**config.mk**
```make
export PLATFORM = sky130hd
export DESIGN_NAME = pipe_share_arb_flat
export DESIGN_NICKNAME = d
export VERILOG_FILES = /design/src/rtl/pipe_share_arb_pkg.sv /design/src/rtl/pipe_share_arb_if.sv /design/src/rtl/pipe_share_arb_rr.sv /design/src/rtl/pipe_share_arb.sv /design/src/flat_wrapper.sv
export SDC_FILE = /design/constraint.sdc
export NUM_CORES = 1
export LEC_CHECK = 0
export CAP_MARGIN = 20
export CORE_MARGIN = 2
export CORE_UTILIZATION = 57
export DETAILED_ROUTE_END_ITERATION = 10
export DONT_BUFFER_PORTS = 1
export PLACE_DENSITY = 0.7
export REMOVE_ABC_BUFFERS = 1
export SETUP_SLACK_MARGIN = 0.1
export SLEW_MARGIN = 20
export SYNTH_ARGS = -nofsm -noshare
export SYNTH_HDL_FRONTEND = slang
export SYNTH_SLANG_ARGS = --single-unit
```
**constraint.sdc**
```tcl
create_clock -name clk -period 3.15 [get_ports clk]
set_clock_uncertainty 0.2 [all_clocks]
set_input_delay 0.1575 -clock clk [delete_from_list [all_inputs] [get_ports clk]]
set_output_delay 0.1575 -clock clk [all_outputs]
set_load 0.02 [all_outputs]
```
**src/rtl/pipe_share_arb_pkg.sv**
```systemverilog
// Shared constants and pipe-stage layout for the pipe_share_arb slice.
// The top re-derives the stage layout from its own parameters.
package pipe_share_pkg;
   localparam int DEF_WIDTH = 2;
   localparam int DEF_NREQ  = 4;
   localparam int MAX_NREQ  = 8;

   typedef struct packed {
      logic                        valid;
      logic [$clog2(DEF_NREQ)-1:0] id;
      logic [DEF_WIDTH-1:0]        data;
   } pipe_stage_t;
endpackage

```
**src/rtl/pipe_share_arb_if.sv**
```systemverilog
// Requester/response handshake bundle for pipe_share_arb.
// master = traffic source/sink side, slave = the arbiter itself.
interface pipe_share_arb_if import pipe_share_pkg::*; #(
   parameter int WIDTH = DEF_WIDTH,
   parameter int NREQ  = DEF_NREQ
);
   localparam int IDW = $clog2(NREQ);

   logic [NREQ-1:0]       req_valid;
   logic [NREQ*WIDTH-1:0] req_data;
   logic [NREQ-1:0]       req_ready;
   logic                  hold;
   logic                  rsp_valid;
   logic [WIDTH-1:0]      rsp_data;
   logic [IDW-1:0]        rsp_id;
   logic                  rsp_ready;
   logic                  busy;

   modport master (
      output req_valid, req_data, hold, rsp_ready,
      input  req_ready, rsp_valid, rsp_data, rsp_id, busy
   );

   modport slave (
      input  req_valid, req_data, hold, rsp_ready,
      output req_ready, rsp_valid, rsp_data, rsp_id, busy
   );
endinterface

```
**src/rtl/pipe_share_arb_rr.sv**
```systemverilog
// Round-robin one-hot grant: lowest requesting index at or after ptr, wrapping.
// Purely combinational, no backpressure of its own.
module rr_arbiter import pipe_share_pkg::*; #(
   parameter int NREQ = DEF_NREQ,
   localparam int IDW = $clog2(NREQ)
) (
   input  logic [NREQ-1:0] req,
   input  logic [IDW-1:0]  ptr,
   output logic [NREQ-1:0] grant
);
   logic [IDW-1:0] idx;

   // Scan from the farthest offset inward so the nearest requester wins last.
   always_comb begin
      grant = '0;
      idx   = '0;
      for (int off = NREQ - 1; off >= 0; off--) begin
         idx = IDW'((int'(ptr) + off) % NREQ);
         if (req[idx]) begin
            grant      = '0;
            grant[idx] = 1'b1;
         end
      end
   end
endmodule

```
**src/rtl/pipe_share_arb.sv**
```systemverilog
// Round-robin arbiter feeding a shared two-stage pipe; payload leaves unchanged.
// Latency 2 cycles; a stalled output freezes both stages and blocks all grants.
module pipe_share_arb import pipe_share_pkg::*; #(
   parameter int WIDTH = DEF_WIDTH,
   parameter int NREQ  = DEF_NREQ
) (
   input logic             clk,
   input logic             rst_n,
   pipe_share_arb_if.slave bus
);
   localparam int IDW = $clog2(NREQ);

   typedef struct packed {
      logic             valid;
      logic [IDW-1:0]   id;
      logic [WIDTH-1:0] data;
   } stage_t;

   stage_t           s1, s2, s1_nxt;
   logic [IDW-1:0]   rr_ptr, gnt_id, ptr_nxt;
   logic [NREQ-1:0]  grant, accept;
   logic [WIDTH-1:0] gnt_data;
   logic             advance, xfer;

   rr_arbiter #(.NREQ(NREQ)) u_rr (
      .req   (bus.req_valid),
      .ptr   (rr_ptr),
      .grant (grant)
   );

   // Gating with rst_n keeps requesters from seeing an accept the flops would drop.
   assign advance = !(s2.valid && !bus.rsp_ready);
   assign accept  = (rst_n && advance && !bus.hold) ? grant : '0;
   assign xfer    = |(bus.req_valid & accept);

   always_comb begin
      gnt_id   = '0;
      gnt_data = '0;
      for (int i = 0; i < NREQ; i++) begin
         if (grant[i]) begin
            gnt_id   = IDW'(i);
            gnt_data = bus.req_data[i*WIDTH +: WIDTH];
         end
      end
   end

   always_comb begin
      s1_nxt  = '0;
      ptr_nxt = (gnt_id == IDW'(NREQ - 1)) ? '0 : gnt_id + 1'b1;
      if (xfer) begin
         s1_nxt.valid = 1'b1;
         s1_nxt.id    = gnt_id;
         s1_nxt.data  = ~gnt_data;
      end
   end

   always_ff @(posedge clk or negedge rst_n) begin
      if (!rst_n) begin
         s1     <= '0;
         s2     <= '0;
         rr_ptr <= '0;
      end else begin
         if (advance) begin
            s1       <= s1_nxt;
            s2.valid <= s1.valid;
            s2.id    <= s1.id;
            s2.data  <= ~s1.data;
         end
         if (xfer) begin
            rr_ptr <= ptr_nxt;
         end
      end
   end

   assign bus.req_ready = accept;
   assign bus.rsp_valid = s2.valid;
   assign bus.rsp_data  = s2.data;
   assign bus.rsp_id    = s2.id;
   assign bus.busy      = s1.valid || s2.valid;
endmodule

```
**src/flat_wrapper.sv**
```systemverilog
// flat-port wrapper written by rule: the top's interface ports become plain ports
module pipe_share_arb_flat import pipe_share_pkg::*;
#(
   parameter int WIDTH = DEF_WIDTH,
   parameter int NREQ  = DEF_NREQ
)
  (clk, rst_n, bus_req_valid, bus_req_data, bus_hold, bus_rsp_ready, bus_req_ready, bus_rsp_valid, bus_rsp_data, bus_rsp_id, bus_busy);
  pipe_share_arb_if #(.WIDTH(WIDTH), .NREQ(NREQ)) bus_i ();
  input logic clk;
  input logic rst_n;
  input wire logic [$bits(bus_i.req_valid)-1:0] bus_req_valid;
  input wire logic [$bits(bus_i.req_data)-1:0] bus_req_data;
  input wire logic [$bits(bus_i.hold)-1:0] bus_hold;
  input wire logic [$bits(bus_i.rsp_ready)-1:0] bus_rsp_ready;
  output wire logic [$bits(bus_i.req_ready)-1:0] bus_req_ready;
  output wire logic [$bits(bus_i.rsp_valid)-1:0] bus_rsp_valid;
  output wire logic [$bits(bus_i.rsp_data)-1:0] bus_rsp_data;
  output wire logic [$bits(bus_i.rsp_id)-1:0] bus_rsp_id;
  output wire logic [$bits(bus_i.busy)-1:0] bus_busy;
  assign bus_i.req_valid = bus_req_valid;
  assign bus_i.req_data = bus_req_data;
  assign bus_i.hold = bus_hold;
  assign bus_i.rsp_ready = bus_rsp_ready;
  assign bus_req_ready = bus_i.req_ready;
  assign bus_rsp_valid = bus_i.rsp_valid;
  assign bus_rsp_data = bus_i.rsp_data;
  assign bus_rsp_id = bus_i.rsp_id;
  assign bus_busy = bus_i.busy;
  pipe_share_arb #(.WIDTH(WIDTH), .NREQ(NREQ)) u_core (.clk(clk), .rst_n(rst_n), .bus(bus_i));
endmodule
```
==> results of run 1 <==
## Yosys cell counts
| cell | number |
|---|---|
| dfrtp_1 | 12 |
| mux2i_1 | 1 |
| ha_1 | 5 |
| a21boi_0 | 1 |
| mux2_4 | 1 |
| mux4_1 | 1 |
| mux2_2 | 2 |
| nor3_1 | 1 |
| nand3b_1 | 2 |
| a21oi_2 | 1 |
| o21ai_2 | 1 |
| a22o_2 | 2 |
| a21boi_2 | 1 |
| buf_6 | 1 |
| a21oi_1 | 7 |
| o31a_4 | 1 |
| a221oi_2 | 1 |
| and2_1 | 6 |
| nor3b_1 | 2 |
| clkbuf_1 | 1 |
| o211ai_1 | 2 |
| o22ai_1 | 1 |
| a21o_1 | 2 |
| and2_2 | 1 |
| mux4_2 | 3 |
| o21a_1 | 2 |
| or3b_2 | 1 |
| nor2b_1 | 1 |
| and3_1 | 1 |
| o31ai_1 | 4 |
| or2_2 | 3 |
| o21a_2 | 1 |
| a311oi_1 | 2 |
| nor2_1 | 8 |
| inv_1 | 8 |
| nand2_1 | 10 |
| o21ai_0 | 7 |
## through the flow
stage / utilization / instance area, um2 / std cells / total power [mW]
after floorplan: - / 988.4 / 105 / 0.9587
after detailed placement: 0.6111 / 1032 / 125 / 1.118
after global placement: 0.6111 / 1032 / 125 / 1.105
final: 0.6437 / 1087 / 131 / 1.217
after CTS: 0.6422 / 1085 / 131 / 1.215
after global routing: 0.6437 / 1087 / 131 / 1.336
## layer usage
metal | GRT usage | share of wire | vias up
met5 | 0 | 0 | -
met4 | 0.1200 | 0.013 | 0
met3 | 0.04365 | 0.069 | 2
met2 | 0.3556 | 0.51 | 30
met1 | 0.2670 | 0.41 | 395
li1 | - | - | 405
## cell families after synthesis
logic type      share of synthesized area
flops                              0.2993
mux                                0.1409
buf+inv                           0.04488
compound gates                     0.2656
simple gates                       0.1870
fa+ha+maj                         0.06234
## worst max-delay path, cell delays in order, from the launching register on
cell,delay [ns]
dfrtp_1,0.35
inv_1,0.07
ha_1,0.32
mux4_2,0.60
a21o_1,0.22
o21a_1,0.21
nor2_1,0.29
nor2_1,0.19
## worst paths after layout
path                                               from                                  to  slack (ns)  cells after the start
setup / recovery           u_core.rr_ptr[0]$_DFFE_PN0P_                    bus_req_ready[2]        0.29                      7
hold / removal                         bus_req_valid[3]            u_core.s1[4]$_DFFE_PN0N_        0.04                      3
setup reg to reg           u_core.rr_ptr[0]$_DFFE_PN0P_        u_core.rr_ptr[1]$_DFFE_PN0P_        0.32                      8
hold reg to reg                u_core.s1[1]$_DFFE_PN0N_  u_core.bus.rsp_data[1]$_DFFE_PN0N_        0.26                      1
max in group asynchronous                         rst_n        u_core.rr_ptr[1]$_DFFE_PN0P_        2.30                      1
min in group asynchronous                         rst_n  u_core.bus.rsp_data[1]$_DFFE_PN0N_        0.11                      1
## registers in the layout, summed over array words and instances (netlist names)
signal	cells
u_core.rr_ptr	2
u_core.bus.rsp_data	2
u_core.bus.rsp_id	2
u_core.s1	5
u_core.bus.rsp_valid	1
## power by group through the flow
stage | Sequential (mW) | Clock [mW] | Combinational [mW]
floorplan | 0.301 | 0 | 0.658
global placement | 0.289 | 0 | 0.816
detailed placement | 0.293 | 0 | 0.825
CTS | 0.291 | 0.0894 | 0.835
global route | 0.298 | 0.0996 | 0.939
finish | 0.290 | 0.0846 | 0.842
## cell type report
cell class,count,area share
tap,17,0.01956
sequential,12,0.2762
inverter,8,0.02762
clock buffer,3,0.02071
timing repair buffer,6,0.04833
multi-input combinational,85,0.6076
## what timing repair did
| action | in CTS | in global routing |
|---|---|---|
| hold endpoints to repair | 14 | 0 |
| hold buffers | 3 | 0 |
| gates resized for setup | 0 | 2 |
| setup endpoints to repair | 0 | 1 |
## placed cells by master, fill, tap and decap left out, drive strengths merged, types with 3 or more instances in the layout
cell type and n:
or2 3, o31ai 4, clkbuf 3, mux2 3, dfrtp 12, and2 7
o21a 3, o21ai 8, dlygate4sd3 3, buf 3, mux4 4, nand2 10
a21oi 8, ha 5, nor2 8, inv 8
==> results by group, run 1 <==
STA
  – Final period util: 0.9090
  – Min Tclk post-route: 2.863 ns
  – Fin. max-slew vios: 0
  – TNS Setup: 0 ns
  – Worst-margin pin slew: 0.5178 ns
  – Final setup vio count: 0
  – Achievable frequency: 0.3492 GHz
  – Hold_ws: 0.03542 ns
  – RSZ-0062 raised after global routing: false
  – Slew headroom: 0.6537
  – Endpoints failing hold: 0
  – PnR worst setup slack: 0.2865 ns

Power and ir drop
  – VDD IR max: 0.7256 mV
  – NetSw: 0.5939 mW
  – Pleak: 0.4782 nW
  – Logic pwr share: 0.692
  – Sw Share: 0.4880
  – Int Pwr: 0.6232 mW
  – Sequential Power Share: 0.238
  – Clock Power Share: 0.070
  – Total power per unit cell area: 1119 nW/um2

Synthesis
  – Leading post-synthesis cells by cell area: dfrtp_1, mux4_2, ha_1
  – Cell variety after synth: 37
  – Sequential fraction of the synthesis area: 0.2993
  – Largest area contributor in the netlist: dfrtp_1
  – Share of Yosys cell area claimed by the top area cell type: 0.2993
  – Synthesized area per cell: 9.378 um2
  – #FFs+latches synth: 12
  – Syn Inst Count: 107
  – Synthesis warning total: 0
  – Post-Syn Area: 1003 um2

Global routing
  – Pin count of the biggest net entering global routing: 14
  – Antenna violations before repair: 0
  – GRT Util Overall: 0.2188
  – GRT Residual Overflow: 0
  – Vias in the first global route: 798
  – First-pass GRT wire length: 3.339 mm

Floorplanning
  – Initial Util: 0.5941
  – Rows: 15
  – Die ar.: 2112 um2
  – Die X-Extent: 45.96 um
  – Core Box Area: 1689 um2
  – Top-Level Pins: 26
  – DIE HEIGHT: 45.96 um

Setup path
  – CP endpoint kind: output pin
  – Crit Path Class: reg -> out
  – Highest net fanout along the worst path: 8
  – Worst Setup Start Kind: flop
  – CP arrival: 2.51 ns
  – CP Data Required Time: 2.79 ns

Clock network
  – Clock Tree Buf Depth: 2
  – Clock sinks: 12
  – Clock Latency Late Sink: 0.25 ns
  – Htree depth: 1
  – Setup bufs post-CTS: 0
  – CTS tree: yes
  – CTS buffer count: 3
  – Clock-pin slew on the worst setup and hold paths: 0.06 ns
  – Root buf cell: clkbuf_4

Placed design
  – # port buffers: 0
  – Hpwl dp: 1.579 mm
  – Setup WS pre-CTS: 0.3461 ns
  – RD Place Congestion: 0.7986

Final layout
  – ANT cells: 0
  – Fillers: 140
  – Share of cells above drive strength 1: 0.2281
  – Reg area: 300.3 um2
  – Fin nets: 137
  – Multi-input gate area: 660.6 um2
  – Area Overhead vs Synth: 8.354%

Detailed routing
  – Routed wire length per instance: 15.60 um
  – ANT nets after route: 0
  – DRT Wirelength: 2.044 mm
  – Pre-antenna DRT Iters: 4
  – Via count: 832
  – Vias per cell: 6.351
  – Number of remaining DRC errors: 0
  – Initial DRC count: 13

Hold path
  – Worst min-delay path class: in -> reg

Status
  – Status: finished clean

Job
  – Max Cap Viol: 0
No activity file was read; power rests on OpenSTA's default activity.
==> inputs of run 2 (changes only) <==
- ABC_AREA: default -> 1
==> results by group, run 2 <==
Status
  – Status: finished clean

Synthesis
  – Post-Syn Area: 998.5 um2 (-0.50%)
  – Post-synth ARST share: 1.000 (unchanged)
  – Leading post-synthesis cells by cell area: dfrtp_1, nand2_1, nand3_1
  – Sequential fraction of the synthesis area: 0.3008 (+0.001500)
  – Synth top cells by count: nand2_1, inv_1, nand3_1, nor2_1, dfrtp_1
  – Share of Yosys cell area claimed by the top area cell type: 0.3008 (+0.001500)
  – Post-synth top flop: dfrtp_1
  – Syn Inst Count: 153 (+43%)
  – EDFF count, synth: 0 (unchanged)
  – Synthesized area per cell: 6.526 um2 (-30%)
  – Most common cell in the netlist: nand2_1
  – Cell variety after synth: 17 (-54%)
  – #FFs+latches synth: 12 (unchanged)
  – Synthesis warning total: 0 (unchanged)
  – Largest area contributor in the netlist: dfrtp_1

Setup path
  – Cell mode on critical path: nand2_1
  – Reg2reg path depth: 16 (+8)
  – Crit Path Class: reg -> reg
  – CP endpoint kind: flop
  – Worst path max stage delay: 0.53 ns (-0.07 ns)
  – Reg2reg setup slack: 0.32 ns (about the same)
  – CP Data Required Time: 3.12 ns (+0.33 ns)
  – Critical-path cell list: inv_4 > ha_1 > inv_1 > nand3_2 > nand2_4 > o21ai_0 > inv_1 > nand2_1 > nand2_2 > nor2_2 > nand2_1 > nand3_1 > nand2_1 > nand2_1 > dlygate4sd3_1 > nand2_1
  – Worst Setup Start Kind: flop
  – CP arrival: 2.79 ns (+0.28 ns)
  – Slowest CP cell: dlygate4sd3_1
  – Highest net fanout along the worst path: 8 (unchanged)

STA
  – Min Tclk post-route: 2.827 ns (-0.03611 ns)
  – Fin. max-slew vios: 0 (unchanged)
  – Final setup vio count: 0 (unchanged)
  – Slew headroom: 0.6398 (-0.01389)
  – Final period util: 0.8976 (-0.01146)
  – RSZ-0062 raised after global routing: false
  – Hold_ws: 0.02038 ns (-0.01504 ns)
  – Worst-margin pin slew: 0.5385 ns (+0.02076 ns)
  – Endpoints failing hold: 0 (unchanged)
  – TNS Setup: 0 ns (unchanged)
  – Achievable frequency: 0.3537 GHz (+1.3%)

Clock network
  – CTS tree: yes
  – CTS buffer count: 3 (unchanged)
  – Htree depth: 1 (unchanged)
  – Root buf cell: clkbuf_4
  – Clock-pin slew on the worst setup and hold paths: 0.07 ns (about the same)
  – Clock Tree Buf Depth: 2 (unchanged)
  – Clock sinks: 12 (unchanged)
  – Clock Latency Late Sink: 0.27 ns (+0.02 ns)

Detailed routing
  – Number of remaining DRC errors: 0 (unchanged)
  – Routed wire length per instance: 12.38 um (-21%)
  – Vias per cell: 5.400 (-15%)
  – DRT Wirelength: 2.291 mm (+12%)
  – Initial DRC count: 30 (+17)
  – ANT nets after route: 0 (unchanged)
  – Via count: 999 (+20%)
  – Pre-antenna DRT Iters: 4 (unchanged)

Global routing
  – Vias in the first global route: 880 (+10%)
  – GRT Residual Overflow: 0 (unchanged)
  – Antenna violations before repair: 0 (unchanged)
  – First-pass GRT wire length: 3.615 mm (+8.3%)
  – GRT Util Overall: 0.2310 (+0.01216)
  – Pin count of the biggest net entering global routing: 13 (-1)

Power and ir drop
  – Total power per unit cell area: 1174 nW/um2 (+4.9%)
  – Clock Power Share: 0.088 (+0.018)
  – Int Pwr: 0.6113 mW (-1.9%)
  – Sw Share: 0.5560 (+0.06799)
  – NetSw: 0.7653 mW (+29%)
  – Tot Pwr: 1.377 mW (+13%)
  – Sequential Power Share: 0.213 (-0.025)
  – VDD IR max: 0.5776 mV (-20%)
  – Logic pwr share: 0.700 (+0.008)
  – Pleak: 0.6240 nW (+30%)

Floorplanning
  – Rows: 15 (unchanged)
  – Top-Level Pins: 26 (unchanged)
  – Die ar.: 2103 um2 (-0.43%)
  – Initial Util: 0.5911 (-0.002962)
  – Die X-Extent: 45.86 um (-0.22%)
  – DIE HEIGHT: 45.86 um (-0.22%)
  – Core Box Area: 1689 um2 (unchanged)

Placed design
  – # port buffers: 0 (unchanged)
  – Hpwl dp: 1.789 mm (+13%)
  – RD Place Congestion: 0.9199 (+15%)

Final layout
  – Fin nets: 190 (+39%)
  – ANT cells: 0 (unchanged)
  – Most frequent cells in the layout: nand2_1, inv_1, nand3_1
  – Fillers: 144 (+2.9%)
  – Most flops, register: u_core.s1
  – Max FFs per register: 5 (unchanged)
  – Reg area: 301.5 um2 (+0.42%)
  – Multi-input gate area: 614.3 um2 (-7.0%)
  – Area Overhead vs Synth: 17.42%
  – Final Util: 0.6941 (+0.05037)
  – Commonest non-fill, non-tap cell in the layout: nand2_1
  – Share of cells above drive strength 1: 0.1845 (-0.04355)

Hold path
  – Worst Hold Depth: 7 (+4)
  – Worst min-delay path class: in -> reg

Job
  – Max Cap Viol: 0 (unchanged)
==> run 2: cell types whose count changed after synthesis, moves of 3 or more <==
cell | previous run | this run
nand3_1 | 0 | 18
nor2_1 | 8 | 13
inv_1 | 8 | 19
mux4_2 | 3 | 0
nand2_1 | 10 | 46
or2_2 | 3 | 0
nand2_2 | 0 | 10
nand3_2 | 0 | 6
and2_1 | 6 | 0
o31ai_1 | 4 | 0
clkinv_1 | 0 | 3
==> run 2: power by group through the flow <==
stage,Sequential (mW),Clock (mW),Combinational [mW]
final,0.293,0.121,0.963
after global routing,0.299,0.131,1.09
after CTS,0.297,0.123,0.904
after detailed placement,0.300,0,0.874
after global placement,0.298,0,0.852
after floorplan,0.288,0,0.714
==> run 2: path summary, 6_finish.rpt <==
kind                                                   start                            endpoint
max in group asynchronous                              rst_n        u_core.rr_ptr[0]$_DFFE_PN0P_
min in group asynchronous                              rst_n    u_core.bus.rsp_id[0]$_DFFE_PN0N_
worst min register to register      u_core.s1[0]$_DFFE_PN0N_  u_core.bus.rsp_data[0]$_DFFE_PN0N_
worst min-delay path                         bus_req_data[5]            u_core.s1[1]$_DFFE_PN0N_
worst max register to register  u_core.rr_ptr[0]$_DFFE_PN0P_            u_core.s1[0]$_DFFE_PN0N_
worst max-delay path            u_core.rr_ptr[0]$_DFFE_PN0P_            u_core.s1[0]$_DFFE_PN0N_
==> run 2: repair_timing <==
action	4_1_cts	5_1_grt
setup endpoints to repair	0	2
buffers inserted	0	3
hold buffers	8	0
endpoints found under the hold margin	16	0
gates resized for setup	0	5
==> run 2: area by class of cell <==
type | count | share of cell area
multi-input combinational | 117 | 0.5240
clock buffer | 4 | 0.03095
sequential | 12 | 0.2572
timing repair buffer | 12 | 0.09392
inverter | 23 | 0.07577
tap | 17 | 0.01814
==> run 2: per-layer routing <==
metal,vias to the layer above,global-route usage,wire length (um),part of all wire
met5,-,0,0,0
met4,0,0.03429,16,0.0070
met3,2,0.05952,149,0.065
met2,43,0.3611,1052,0.46
met1,441,0.3252,1072,0.47
li1,513,-,-,-
==> run 2: critical path, delay by kind of cell (launching register included) <==
family | cells | cell delay [ns]
and+or+nand+nor | 10 | 0.79
buffers and inverters | 4 | 0.78
DFF | 1 | 0.44
adders and majority gates | 1 | 0.32
AOI/OAI and AO/OA | 1 | 0.17
==> run 2: logic make-up after synthesis <==
kind of cell,after synthesis,synth area share
flops,12,0.3008
compound gates,17,0.08898
fa+ha+maj,5,0.06266
simple gates,95,0.4574
buf+inv,24,0.09022
==> run 2: metrics by stage <==
stage / instances / instance area (um2) / worst slack (ns)
after detailed placement: 170 / 1023 / 0.6477
final: 185 / 1172 / 0.3226
after global placement: 170 / 1023 / 0.6960
after global routing: 185 / 1172 / 0.1148
after CTS: 182 / 1140 / 0.1538
after floorplan: 152 / 994.7 / 0.9668
